==> config.mk <==
export PLATFORM = sky130hd
export DESIGN_NAME = mem_access
export DESIGN_NICKNAME = d
export VERILOG_FILES = /design/src/rtl/mem_access.sv
export SDC_FILE = /design/constraint.sdc
export NUM_CORES = 1
export LEC_CHECK = 0
export BUFFER_PORTS_ARGS = -buffer_cell sky130_fd_sc_hd__buf_2
export CORE_AREA = 2 2 133 135
export CTS_CLUSTER_DIAMETER = 50
export DETAILED_ROUTE_END_ITERATION = 6
export DIE_AREA = 0 0 135 137
export GPL_TIMING_DRIVEN = 0
export PLACE_DENSITY = 0.86
export SYNTH_ARGS = -nofsm -noshare
export SYNTH_HDL_FRONTEND = slang
export SYNTH_SLANG_ARGS = --single-unit
==> constraint.sdc <==
create_clock -name clk_i -period 2.8 [get_ports clk_i]
set_input_delay 0.28 -clock clk_i [delete_from_list [all_inputs] [get_ports clk_i]]
set_output_delay 0.28 -clock clk_i [all_outputs]
set_load 0.05 [all_outputs]
==> src/rtl/mem_access.sv <==
// mem_access: pipeline memory stage between exe_mem and mem_wb.
// Issues one bus access at a time (req/gnt then rvalid), formats load data and
// store byte enables, and stalls the pipeline until the access completes.
// Non-memory instructions pass straight through with zero latency.
// Optional build macro MEM_BUS_TIMEOUT_EN: aborts an access that has spent
// TIMEOUT_CYCLES cycles in REQ/WAIT and pulses bus_err_o.
//
// Bus handshake: bus_req_o and the bus_* fields are registered and held stable
// from the cycle after issue until the cycle bus_gnt_i is seen high; the
// request is then dropped and exactly one bus_rvalid_i (at least one cycle
// after the grant) completes the access. gnt/rvalid outside REQ/WAIT are ignored.

`ifndef MEM_NOP
`define MEM_NOP 4'd0
`endif
`ifndef LB
`define LB 4'd1
`endif
`ifndef LH
`define LH 4'd2
`endif
`ifndef LW
`define LW 4'd3
`endif
`ifndef LBU
`define LBU 4'd4
`endif
`ifndef LHU
`define LHU 4'd5
`endif
`ifndef SB
`define SB 4'd6
`endif
`ifndef SH
`define SH 4'd7
`endif
`ifndef SW
`define SW 4'd8
`endif

module mem_access #(
  parameter int DATA_WIDTH     = 32,
  parameter int ADDR_WIDTH     = 32,
  parameter int RADDR_WIDTH    = 5,
  parameter int CSR_ADDR_WIDTH = 12,
  parameter int TIMEOUT_CYCLES = 255
) (
  input  logic                      clk_i,
  input  logic                      rst_i,
  input  logic [RADDR_WIDTH-1:0]    reg_waddr_i,
  input  logic                      reg_we_i,
  input  logic [DATA_WIDTH-1:0]     reg_wdata_i,
  input  logic [ADDR_WIDTH-1:0]     mem_addr_i,
  input  logic [DATA_WIDTH-1:0]     mem_data_i,
  input  logic                      mem_we_i,
  input  logic [3:0]                mem_op_i,
  input  logic                      csr_we_i,
  input  logic [CSR_ADDR_WIDTH-1:0] csr_waddr_i,
  input  logic [DATA_WIDTH-1:0]     csr_wdata_i,
  input  logic                      stall_i,
  output logic [RADDR_WIDTH-1:0]    reg_waddr_o,
  output logic                      reg_we_o,
  output logic [DATA_WIDTH-1:0]     reg_wdata_o,
  output logic                      csr_we_o,
  output logic [CSR_ADDR_WIDTH-1:0] csr_waddr_o,
  output logic [DATA_WIDTH-1:0]     csr_wdata_o,
  output logic                      stallreq_o,
  output logic                      misalign_o,
  output logic                      bus_req_o,
  output logic [ADDR_WIDTH-1:0]     bus_addr_o,
  output logic                      bus_we_o,
  output logic [3:0]                bus_be_o,
  output logic [DATA_WIDTH-1:0]     bus_wdata_o,
  input  logic                      bus_gnt_i,
  input  logic                      bus_rvalid_i,
  input  logic [DATA_WIDTH-1:0]     bus_rdata_i,
  output logic                      bus_err_o,
  output logic [1:0]                state_dbg_o
);

  typedef enum logic [1:0] {
    S_IDLE = 2'd0,
    S_REQ  = 2'd1,
    S_WAIT = 2'd2,
    S_HOLD = 2'd3
  } state_t;

  state_t r_state, w_next;

  // Latched op and byte lane of the access in flight
  logic [3:0] r_op;
  logic [1:0] r_lane;

  // Registered bus request fields
  logic                  r_bus_req;
  logic [ADDR_WIDTH-1:0] r_bus_addr;
  logic                  r_bus_we;
  logic [3:0]            r_bus_be;
  logic [DATA_WIDTH-1:0] r_bus_wdata;

  // Hold register for results while mem_wb is not advancing
  logic [RADDR_WIDTH-1:0]    r_h_waddr;
  logic                      r_h_we;
  logic [DATA_WIDTH-1:0]     r_h_wdata;
  logic                      r_h_csr_we;
  logic [CSR_ADDR_WIDTH-1:0] r_h_csr_waddr;
  logic [DATA_WIDTH-1:0]     r_h_csr_wdata;

  logic                  w_is_load, w_is_store, w_mem_op, w_misalign;
  logic                  w_issue, w_end, w_abort, w_timeout;
  logic [3:0]            w_be;
  logic [DATA_WIDTH-1:0] w_wdata;
  logic [DATA_WIDTH-1:0] w_load_data;
  logic [7:0]            w_rbyte;
  logic [15:0]           w_rhalf;
  logic                  w_r_is_load;

  // Decode the incoming exe_mem request
  always_comb begin
    w_is_load  = 1'b0;
    w_is_store = 1'b0;
    w_misalign = 1'b0;
    w_be       = 4'b1111;
    w_wdata    = '0;
    case (mem_op_i)
      `LB, `LBU: w_is_load = 1'b1;
      `LH, `LHU: begin
        w_is_load  = 1'b1;
        w_misalign = mem_addr_i[0];
      end
      `LW: begin
        w_is_load  = 1'b1;
        w_misalign = |mem_addr_i[1:0];
      end
      `SB: begin
        w_is_store = mem_we_i;
        w_be       = 4'b0001 << mem_addr_i[1:0];
        w_wdata    = {(DATA_WIDTH/8){mem_data_i[7:0]}};
      end
      `SH: begin
        w_is_store = mem_we_i;
        w_misalign = mem_addr_i[0];
        w_be       = 4'b0011 << {mem_addr_i[1], 1'b0};
        w_wdata    = {(DATA_WIDTH/16){mem_data_i[15:0]}};
      end
      `SW: begin
        w_is_store = mem_we_i;
        w_misalign = |mem_addr_i[1:0];
        w_wdata    = mem_data_i;
      end
      default: ;
    endcase
    w_mem_op = w_is_load | w_is_store;
  end

  // Extract and extend the addressed lane of the read data
  assign w_rbyte = bus_rdata_i[{r_lane, 3'b000} +: 8];
  assign w_rhalf = bus_rdata_i[{r_lane[1], 4'b0000} +: 16];

  always_comb begin
    w_load_data = bus_rdata_i;
    w_r_is_load = 1'b1;
    case (r_op)
      `LB:     w_load_data = {{(DATA_WIDTH-8){w_rbyte[7]}}, w_rbyte};
      `LBU:    w_load_data = {{(DATA_WIDTH-8){1'b0}}, w_rbyte};
      `LH:     w_load_data = {{(DATA_WIDTH-16){w_rhalf[15]}}, w_rhalf};
      `LHU:    w_load_data = {{(DATA_WIDTH-16){1'b0}}, w_rhalf};
      `LW:     w_load_data = bus_rdata_i;
      default: w_r_is_load = 1'b0;
    endcase
  end

`ifdef MEM_BUS_TIMEOUT_EN
  localparam int TmoW = ($clog2(TIMEOUT_CYCLES + 1) > 8) ? $clog2(TIMEOUT_CYCLES + 1) : 8;
  logic [TmoW-1:0] r_tmo_cnt;

  // Count cycles spent in REQ/WAIT; restarts at each issue
  always_ff @(posedge clk_i) begin
    if (rst_i) begin
      r_tmo_cnt <= '0;
    end else if (w_issue) begin
      r_tmo_cnt <= '0;
    end else if ((r_state == S_REQ) || (r_state == S_WAIT)) begin
      r_tmo_cnt <= r_tmo_cnt + 1'b1;
    end
  end

  assign w_timeout = ((r_state == S_REQ) || (r_state == S_WAIT)) &&
                     (r_tmo_cnt == TmoW'(TIMEOUT_CYCLES - 1));
`else
  // No timeout in this build: the access waits for its response indefinitely
  assign w_timeout = 1'b0 & (TIMEOUT_CYCLES < 0);
`endif

  // Next state and pipeline-facing outputs
  always_comb begin
    w_next      = r_state;
    reg_waddr_o = reg_waddr_i;
    reg_we_o    = reg_we_i;
    reg_wdata_o = reg_wdata_i;
    csr_we_o    = csr_we_i;
    csr_waddr_o = csr_waddr_i;
    csr_wdata_o = csr_wdata_i;
    stallreq_o  = 1'b0;
    misalign_o  = 1'b0;
    w_issue     = 1'b0;
    w_end       = 1'b0;
    w_abort     = 1'b0;
    case (r_state)
      S_IDLE: begin
        if (w_mem_op) begin
          reg_we_o = 1'b0;
          if (w_misalign) begin
            misalign_o = 1'b1;
          end else begin
            stallreq_o = 1'b1;
            w_issue    = 1'b1;
            w_next     = S_REQ;
          end
        end
      end
      S_REQ: begin
        reg_we_o = 1'b0;
        if (w_timeout) begin
          w_abort = 1'b1;
          w_end   = 1'b1;
        end else begin
          stallreq_o = 1'b1;
          if (bus_gnt_i) w_next = S_WAIT;
        end
      end
      S_WAIT: begin
        reg_we_o = 1'b0;
        if (bus_rvalid_i) begin
          w_end = 1'b1;
          if (w_r_is_load) begin
            reg_we_o    = reg_we_i;
            reg_wdata_o = w_load_data;
          end
        end else if (w_timeout) begin
          w_abort = 1'b1;
          w_end   = 1'b1;
        end else begin
          stallreq_o = 1'b1;
        end
      end
      S_HOLD: begin
        reg_waddr_o = r_h_waddr;
        reg_we_o    = r_h_we;
        reg_wdata_o = r_h_wdata;
        csr_we_o    = r_h_csr_we;
        csr_waddr_o = r_h_csr_waddr;
        csr_wdata_o = r_h_csr_wdata;
        if (!stall_i) w_next = S_IDLE;
      end
      default: w_next = S_IDLE;
    endcase
    if (w_end) w_next = stall_i ? S_HOLD : S_IDLE;
  end

  assign bus_err_o = w_abort;

  // State register and latched op of the access in flight
  always_ff @(posedge clk_i) begin
    if (rst_i) begin
      r_state <= S_IDLE;
      r_op    <= `MEM_NOP;
      r_lane  <= 2'b00;
    end else begin
      r_state <= w_next;
      if (w_issue) begin
        r_op   <= mem_op_i;
        r_lane <= mem_addr_i[1:0];
      end
    end
  end

  // Bus request fields: loaded on issue, request dropped on grant or abort
  always_ff @(posedge clk_i) begin
    if (rst_i) begin
      r_bus_req   <= 1'b0;
      r_bus_addr  <= '0;
      r_bus_we    <= 1'b0;
      r_bus_be    <= 4'b0000;
      r_bus_wdata <= '0;
    end else if (w_issue) begin
      r_bus_req   <= 1'b1;
      r_bus_addr  <= {mem_addr_i[ADDR_WIDTH-1:2], 2'b00};
      r_bus_we    <= w_is_store;
      r_bus_be    <= w_be;
      r_bus_wdata <= w_wdata;
    end else if ((r_state == S_REQ) && (bus_gnt_i || w_abort)) begin
      r_bus_req <= 1'b0;
    end
  end

  // Capture the completing result when mem_wb is not advancing
  always_ff @(posedge clk_i) begin
    if (rst_i) begin
      r_h_waddr     <= '0;
      r_h_we        <= 1'b0;
      r_h_wdata     <= '0;
      r_h_csr_we    <= 1'b0;
      r_h_csr_waddr <= '0;
      r_h_csr_wdata <= '0;
    end else if (w_end && stall_i) begin
      r_h_waddr     <= reg_waddr_o;
      r_h_we        <= reg_we_o;
      r_h_wdata     <= reg_wdata_o;
      r_h_csr_we    <= csr_we_o;
      r_h_csr_waddr <= csr_waddr_o;
      r_h_csr_wdata <= csr_wdata_o;
    end
  end

  assign bus_req_o   = r_bus_req;
  assign bus_addr_o  = r_bus_addr;
  assign bus_we_o    = r_bus_we;
  assign bus_be_o    = r_bus_be;
  assign bus_wdata_o = r_bus_wdata;
  assign state_dbg_o = r_state;

endmodule
==> results of run 1 <==
## cell usage after synthesis, drive strengths merged, types with 2 or more instances
cell type,number
a211oi,33
or3,2
mux2,74
o31a,7
mux2i,50
nand2b,96
a2bb2oi,7
nor4b,2
o221a,7
nor2,15
dfxtp,159
nand3b,4
o22a,16
a21oi,62
a221o,16
a221oi,7
a22o,23
or4b,2
a41oi,24
or3b,3
and2,2
buf,38
a22oi,24
nor2b,25
nand2,124
nand3,19
a31oi,17
o221ai,3
a211o,7
clkbuf,66
o21ai,28
inv,13
nand4,3
nor3b,14
nand4b,4
## metal layers
layer | track usage, % | share of wire (%) | vias up
met2 | 54.1 | 48 | 533
met3 | 9.44 | 9.9 | 97
met5 | 0 | 0.026 | -
li1 | - | - | 4462
met4 | 13.9 | 3.5 | 2
met1 | 38.6 | 39 | 4537
## layout make-up
type | count | area, µm²
Multi-Input combinational cell | 742 | 5470
Fill cell | 1372 | 5140
Sequential cell | 159 | 3180
Timing Repair Buffer | 346 | 1830
Buffer | 104 | 543
Clock buffer | 18 | 429
Tap cell | 225 | 282
Clock inverter | 13 | 128
Inverter | 13 | 48.8
Antenna cell | 1 | 2.50
## logic make-up after synthesis
group                     count (synthesis)  share of synthesized area [%]
muxes                                   125                           14.9
AOI/OAI and AO/OA                       290                           24.9
other                                     1                         0.0412
xor gates and xnor gates                  1                         0.0962
buffers and inverters                   117                           5.92
and+or+nand+nor                         323                           19.2
DFF                                     159                           35.0
## power groups by stage
stage / registers [µW] / clock network [µW] / logic (µW)
finish: 2440 / 2260 / 2140
CTS: 2440 / 2290 / 2080
floorplan: 2790 / 0 / 1170
detailed placement: 2480 / 0 / 2030
global route: 2450 / 2360 / 2240
global placement: 2480 / 0 / 2010
## cell usage in the layout (no fill, tap or decap), drive strengths merged, types with 14 or more instances in the layout
cell type | netlist | routed
nand3 | 19 | 19
a211oi | 33 | 33
a221o | 16 | 16
nand2 | 124 | 124
nor3b | 14 | 14
a22o | 23 | 23
inv | 13 | 19
a22oi | 24 | 24
nor2 | 15 | 15
o22a | 16 | 16
nand2b | 96 | 96
dfxtp | 159 | 159
a31oi | 17 | 17
mux2 | 74 | 74
nor2b | 25 | 25
a21oi | 62 | 62
o21ai | 28 | 28
a41oi | 24 | 24
clkbuf | 66 | 87
buf | 38 | 381
mux2i | 50 | 50
## state kept, by name, summed over array words and instances, names as in the netlist
signal / flops
r_h_we: 1
bus_wdata_o: 32
r_op: 4
bus_req_o: 1
r_h_csr_wdata: 32
r_h_csr_we: 1
state_dbg_o: 2
bus_addr_o: 30
bus_we_o: 1
r_h_waddr: 5
bus_be_o: 4
r_h_wdata: 32
r_lane: 2
r_h_csr_waddr: 12
## per-stage QoR
step	cells	TNS, ns	hold WS (ns)
finish	1621	0	0.0898
global route	1621	-0.0664	0.103
CTS	1618	0	0.0851
detailed placement	1585	0	0.444
global placement	1585	0	0.439
floorplan	1018	0	0.419
## worst max-delay path, cell delays in order, from the launching register on
cell	delay [ns]
dfxtp_1	0.51
or3b_2	0.52
nor2_2	0.35
a221oi_2	0.17
o21ai_1	0.27
buf_4	0.25
## repair_timing
action / 4_1_cts / 5_1_grt
pin swaps: 2 / 1
setup endpoints to repair: 45 / 32
gates resized for setup: 47 / 32
gates cloned: 0 / 0
setup buffers: 2 / 2
## final timing paths
kind,startpoint,endpoint,slack (ns),depth (start not counted)
min reg2reg,r_h_csr_waddr[8],r_h_csr_waddr[8],0.45,2
max reg2reg,state_dbg_o[1],r_h_wdata[6],0.32,6
min,mem_addr_i[10],bus_addr_o[10],0.09,3
max,r_lane[0],reg_wdata_o[5],0.01,5
==> results.py, run 1 <==
metrics = {
    "sta": {
        "worst_slew_pin_slew_ns": 0.809,
        "fmax_mhz": 359,
        "finClkSkew_ns": 0.0130,
        "period_share_pct": 99.5,
        "worst_slack_ns": 0.0147,
        "drv_slew": 0,
        "setup_viol": 0,
        "rsz0062_at_grt": "yes",
        "min_period_ns": 2.79,
        "max-slew-margin-rel_pct": 46.0,
        "hold_violations": 0,
    },
    "critical_path": {
        "critPathLaunchType": "register",
        "cp.required_ns": 2.52,
        "cp_max_fo": 6,
        "arrival_ns": 2.51,
        "worstSetupPathType": "register to output pin",
        "endpoint_kind": "output pin",
    },
    "die": {
        "die_area_um2": 18500,
        "core_um2": 17100,
        "rows": 48,
        "io-pin-count": 347,
        "die_w_um": 135,
        "die_height_um": 137,
        "start_util_pct": 53.4,
    },
    "route": {
        "wl_mm": 31.0,
        "route.antenna.remaining_nets": 0,
        "drtPass1Iterations": 7,
        "routedWlPerCell_um": 19.2,
        "first_iter_violations": 813,
        "viasPerCell": 5.94,
        "detailroute.via_count": 9631,
        "drc": 0,
    },
    "power_and_ir_drop": {
        "combPwrFrac_pct": 31.2,
        "pwr-share-clk_pct": 33.1,
        "total_power_uw": 6840,
        "p_sw_share_pct": 36.8,
        "seqPwrFrac_pct": 35.7,
        "power.internal_uw": 4320,
        "ir_drop_v": 0.000438,
        "cellPowerDensity_nw_per_um2": 574,
        "power.switching_uw": 2520,
        "p_leak_uw": 0.00497,
    },
    "global_routing": {
        "grt_pass1_vias": 9331,
        "grt_pass1_wl_mm": 47.2,
        "overflow": 0,
        "grt_max_degree": 17,
        "antenna_found_initial": 2,
        "grt_util_all_layers_pct": 32.3,
    },
    "cts": {
        "clock_sinks": 159,
        "cts_buffers": 17,
        "clk_latency_ns": 0.44,
        "ctsHoldBuffers": 0,
        "h-tree-depth": 4,
        "cts_tree": "built",
        "cts_root_buf": "clkbuf_16",
        "cts.clk_slew.worst_paths_ns": 0.07,
        "clockBufferDepth": 2,
    },
    "place": {
        "dp_hpwl_mm": 23.2,
        "dp_slack_ns": 0.129,
        "placed_area_um2": 11100,
        "gp_congestion": 0.957,
        "port_buffers": 342,
    },
    "cells_and_area": {
        "drive_above_1_share_pct": 38.5,
        "final_core_util_pct": 69.9,
        "nNetsFinal": 1572,
        "syn2layout_area_growth_pct": 30.9,
        "fin_area_um2": 11900,
    },
    "synthesis": {
        "ys_ff_latch": 159,
        "syn_avg_cell_area_um2": 8.96,
        "synth_cells": 1016,
        "synthFlopType": "dfxtp_1",
        "synth_cell_types": 66,
        "synth-edff-count": 0,
        "synth_seq_area_share_pct": 35.0,
        "yosysTopAreaCell": "dfxtp_1",
        "synthTopCellsByArea": "dfxtp_1 35%, mux2_2 9.2%, nand2b_1 6.6%, mux2i_1 5.5%, nand2_1 5.1%",
        "ys_async_sr_fraction_pct": 0,
        "netlist_area_um2": 9100,
        "yosysWarnings": 0,
        "synth_top_area_share_pct": 35.0,
    },
    "status": {
        "status": "finished clean",
    },
    "worst_hold_path": {
        "min_path_type": "input port to register",
    },
    "job": {
        "cap_violations": 0,
    },
}
Power figures use the tool's default switching activity.
==> run 2, diff against run 1 <==
--- a/config.mk
+++ b/config.mk
@@ -6,12 +6,14 @@
 export NUM_CORES = 1
 export LEC_CHECK = 0
 export BUFFER_PORTS_ARGS = -buffer_cell sky130_fd_sc_hd__buf_2
-export CORE_AREA = 2 2 133 135
+export CELL_PAD_IN_SITES_DETAIL_PLACEMENT = 0
+export CELL_PAD_IN_SITES_GLOBAL_PLACEMENT = 1
+export CORE_MARGIN = 1.5
+export CORE_UTILIZATION = 39
 export CTS_CLUSTER_DIAMETER = 50
 export DETAILED_ROUTE_END_ITERATION = 6
-export DIE_AREA = 0 0 135 137
 export GPL_TIMING_DRIVEN = 0
-export PLACE_DENSITY = 0.86
+export PLACE_DENSITY_LB_ADDON = 0.1
 export SYNTH_ARGS = -nofsm -noshare
 export SYNTH_HDL_FRONTEND = slang
 export SYNTH_SLANG_ARGS = --single-unit
==> results.py, run 2 (synthesis gave the netlist of run 1 again) <==
metrics = {
    "status": {
        "status": "finished clean",
    },
    "sta": {
        "fmax_mhz": 365,
        "holdWs_ns": 0.0881,
        "min_period_ns": 2.74,
        "worst_slew_pin_slew_ns": 0.791,
        "fin_setup_tns_ns": 0,
        "rsz0062_at_grt": "yes",
        "drv_slew": 0,
        "setup_viol": 0,
        "finClkSkew_ns": 0.0183,
        "period_share_pct": 97.9,
        "max-slew-margin-rel_pct": 47.3,
        "hold_violations": 0,
    },
    "power_and_ir_drop": {
        "p_leak_uw": 0.00503,
        "power.switching_uw": 2650,
        "combPwrFrac_pct": 30.5,
        "cellPowerDensity_nw_per_um2": 580,
        "seqPwrFrac_pct": 34.7,
        "pwr-share-clk_pct": 34.9,
        "power.internal_uw": 4370,
        "p_sw_share_pct": 37.7,
        "ir_drop_v": 0.000304,
    },
    "die": {
        "die_height_um": 156,
        "io-pin-count": 347,
        "die_area_um2": 24300,
        "die_w_um": 156,
        "rows": 55,
        "core_um2": 22800,
        "start_util_pct": 40.0,
    },
    "place": {
        "gp_congestion": 0.857,
        "dp_hpwl_mm": 23.5,
        "port_buffers": 342,
    },
    "global_routing": {
        "grt_util_all_layers_pct": 25.2,
        "grt_max_degree": 19,
        "antenna_found_initial": 2,
        "overflow": 0,
        "grt_pass1_vias": 8697,
        "grt_pass1_wl_mm": 47.8,
    },
    "cells_and_area": {
        "drive_above_1_share_pct": 39.2,
        "mostFrequentLayoutCell": "buf_2",
        "syn2layout_area_growth_pct": 33.0,
        "nNetsFinal": 1575,
        "n_fill_cell": 2260,
        "final_cell_mix": "331 x buf_2, 159 x dfxtp_1, 123 x nand2_1",
    },
    "cts": {
        "cts_buffers": 17,
        "clockBufferDepth": 2,
        "h-tree-depth": 4,
        "cts_tree": "built",
        "cts.clk_slew.worst_paths_ns": 0.08,
        "clk_latency_ns": 0.45,
        "clock_sinks": 159,
        "cts_root_buf": "clkbuf_16",
    },
    "route": {
        "drtPass1Iterations": 7,
        "drc": 0,
        "routedWlPerCell_um": 18.4,
        "route.antenna.remaining_nets": 0,
        "viasPerCell": 5.34,
        "wl_mm": 31.5,
        "first_iter_violations": 515,
        "detailroute.via_count": 9150,
    },
    "job": {
        "cap_violations": 0,
    },
    "critical_path": {
        "endpoint_kind": "output pin",
        "crit_family": "buffers and inverters",
        "arrival_ns": 2.46,
        "worstSetupPathType": "register to output pin",
        "cp.required_ns": 2.52,
        "r2r_slack_ns": 0.27,
        "cp.buffers_inverters": 3,
        "path_cells": "buf_2, or3_4, nand3b_1, buf_4, a22o_1, o221a_1, buf_2",
        "cp_max_fo": 10,
        "crit_path_max_incr_delay_ns": 0.36,
        "crit_top_cell": "buf_2",
        "crit_slowest_cell": "or3_4",
        "critPathLaunchType": "register",
    },
    "worst_hold_path": {
        "min_path_type": "input port to register",
    },
}
-- run 2: cell count changes in the layout (fill, tap and decap cells not counted), sizes merged --
cell / change
clkinvlp: -2
buf: +3
clkinv: +1
inv: +3
clkbuf: -1
diode: +1
-- run 2: metrics by stage --
stage	setup WS [ns]	utilization (%)	instance area [µm²]	cells	total power, µW
after floorplan	0.229	-	9110	1018	3960
after global routing	0.00219	53.2	12100	1714	7290
after detailed placement	0.176	49.2	11200	1673	4530
after CTS	0.00642	52.6	12000	1706	7020
final	0.0598	53.2	12100	1714	7020
after global placement	0.151	49.2	11200	1673	4530
-- run 2: tightest hold or removal path, cell delays in order --
cell	delay, ns
buf_2	0.09
nand2b_1	0.05
mux2i_1	0.06
-- run 2: final cells by class --
type	instances	area (µm²)	share of cell area (%)
Antenna cell	2	5.00	0.0413
Buffer	104	554	4.58
Clock inverter	15	186	1.54
Tap cell	313	392	3.23
Sequential cell	159	3180	26.3
Clock buffer	17	425	3.51
Timing Repair Buffer	349	1850	15.2
Inverter	13	48.8	0.403
Multi-Input combinational cell	742	5470	45.2
-- run 2: power groups by stage --
stage	combinational, µW	sequential (µW)	clock (µW)
5_1_grt	2260	2450	2580
6_report	2140	2430	2450
2_1_floorplan	1170	2790	0
4_1_cts	2110	2430	2490
3_5_place_dp	2050	2480	0
3_3_place_gp	2050	2480	0
-- run 2: routing by layer --
metal	global-route usage (%)	wire length, µm	vias to the layer above
met4	7.80	608	0
met2	40.8	14600	335
met5	0	0	-
met3	6.06	2210	46
li1	-	-	4481
met1	33.0	14100	4288
-- run 2: worst paths after layout --
path / startpoint / depth (start not counted) / to
worst max-delay path: r_op[2] / 7 / reg_wdata_o[15]
worst min-delay path: mem_addr_i[23] / 3 / bus_addr_o[23]
worst max register to register: state_dbg_o[1] / 6 / r_h_wdata[5]
worst min register to register: r_h_csr_wdata[10] / 2 / r_h_csr_wdata[10]
-- run 2: repair_timing --
action | CTS | global route
endpoints found under the setup margin | 36 | 75
pin swaps | 1 | 3
hold buffers | 0 | 0
resized for setup | 53 | 37
setup buffers | 1 | 5
gates cloned | 0 | 1
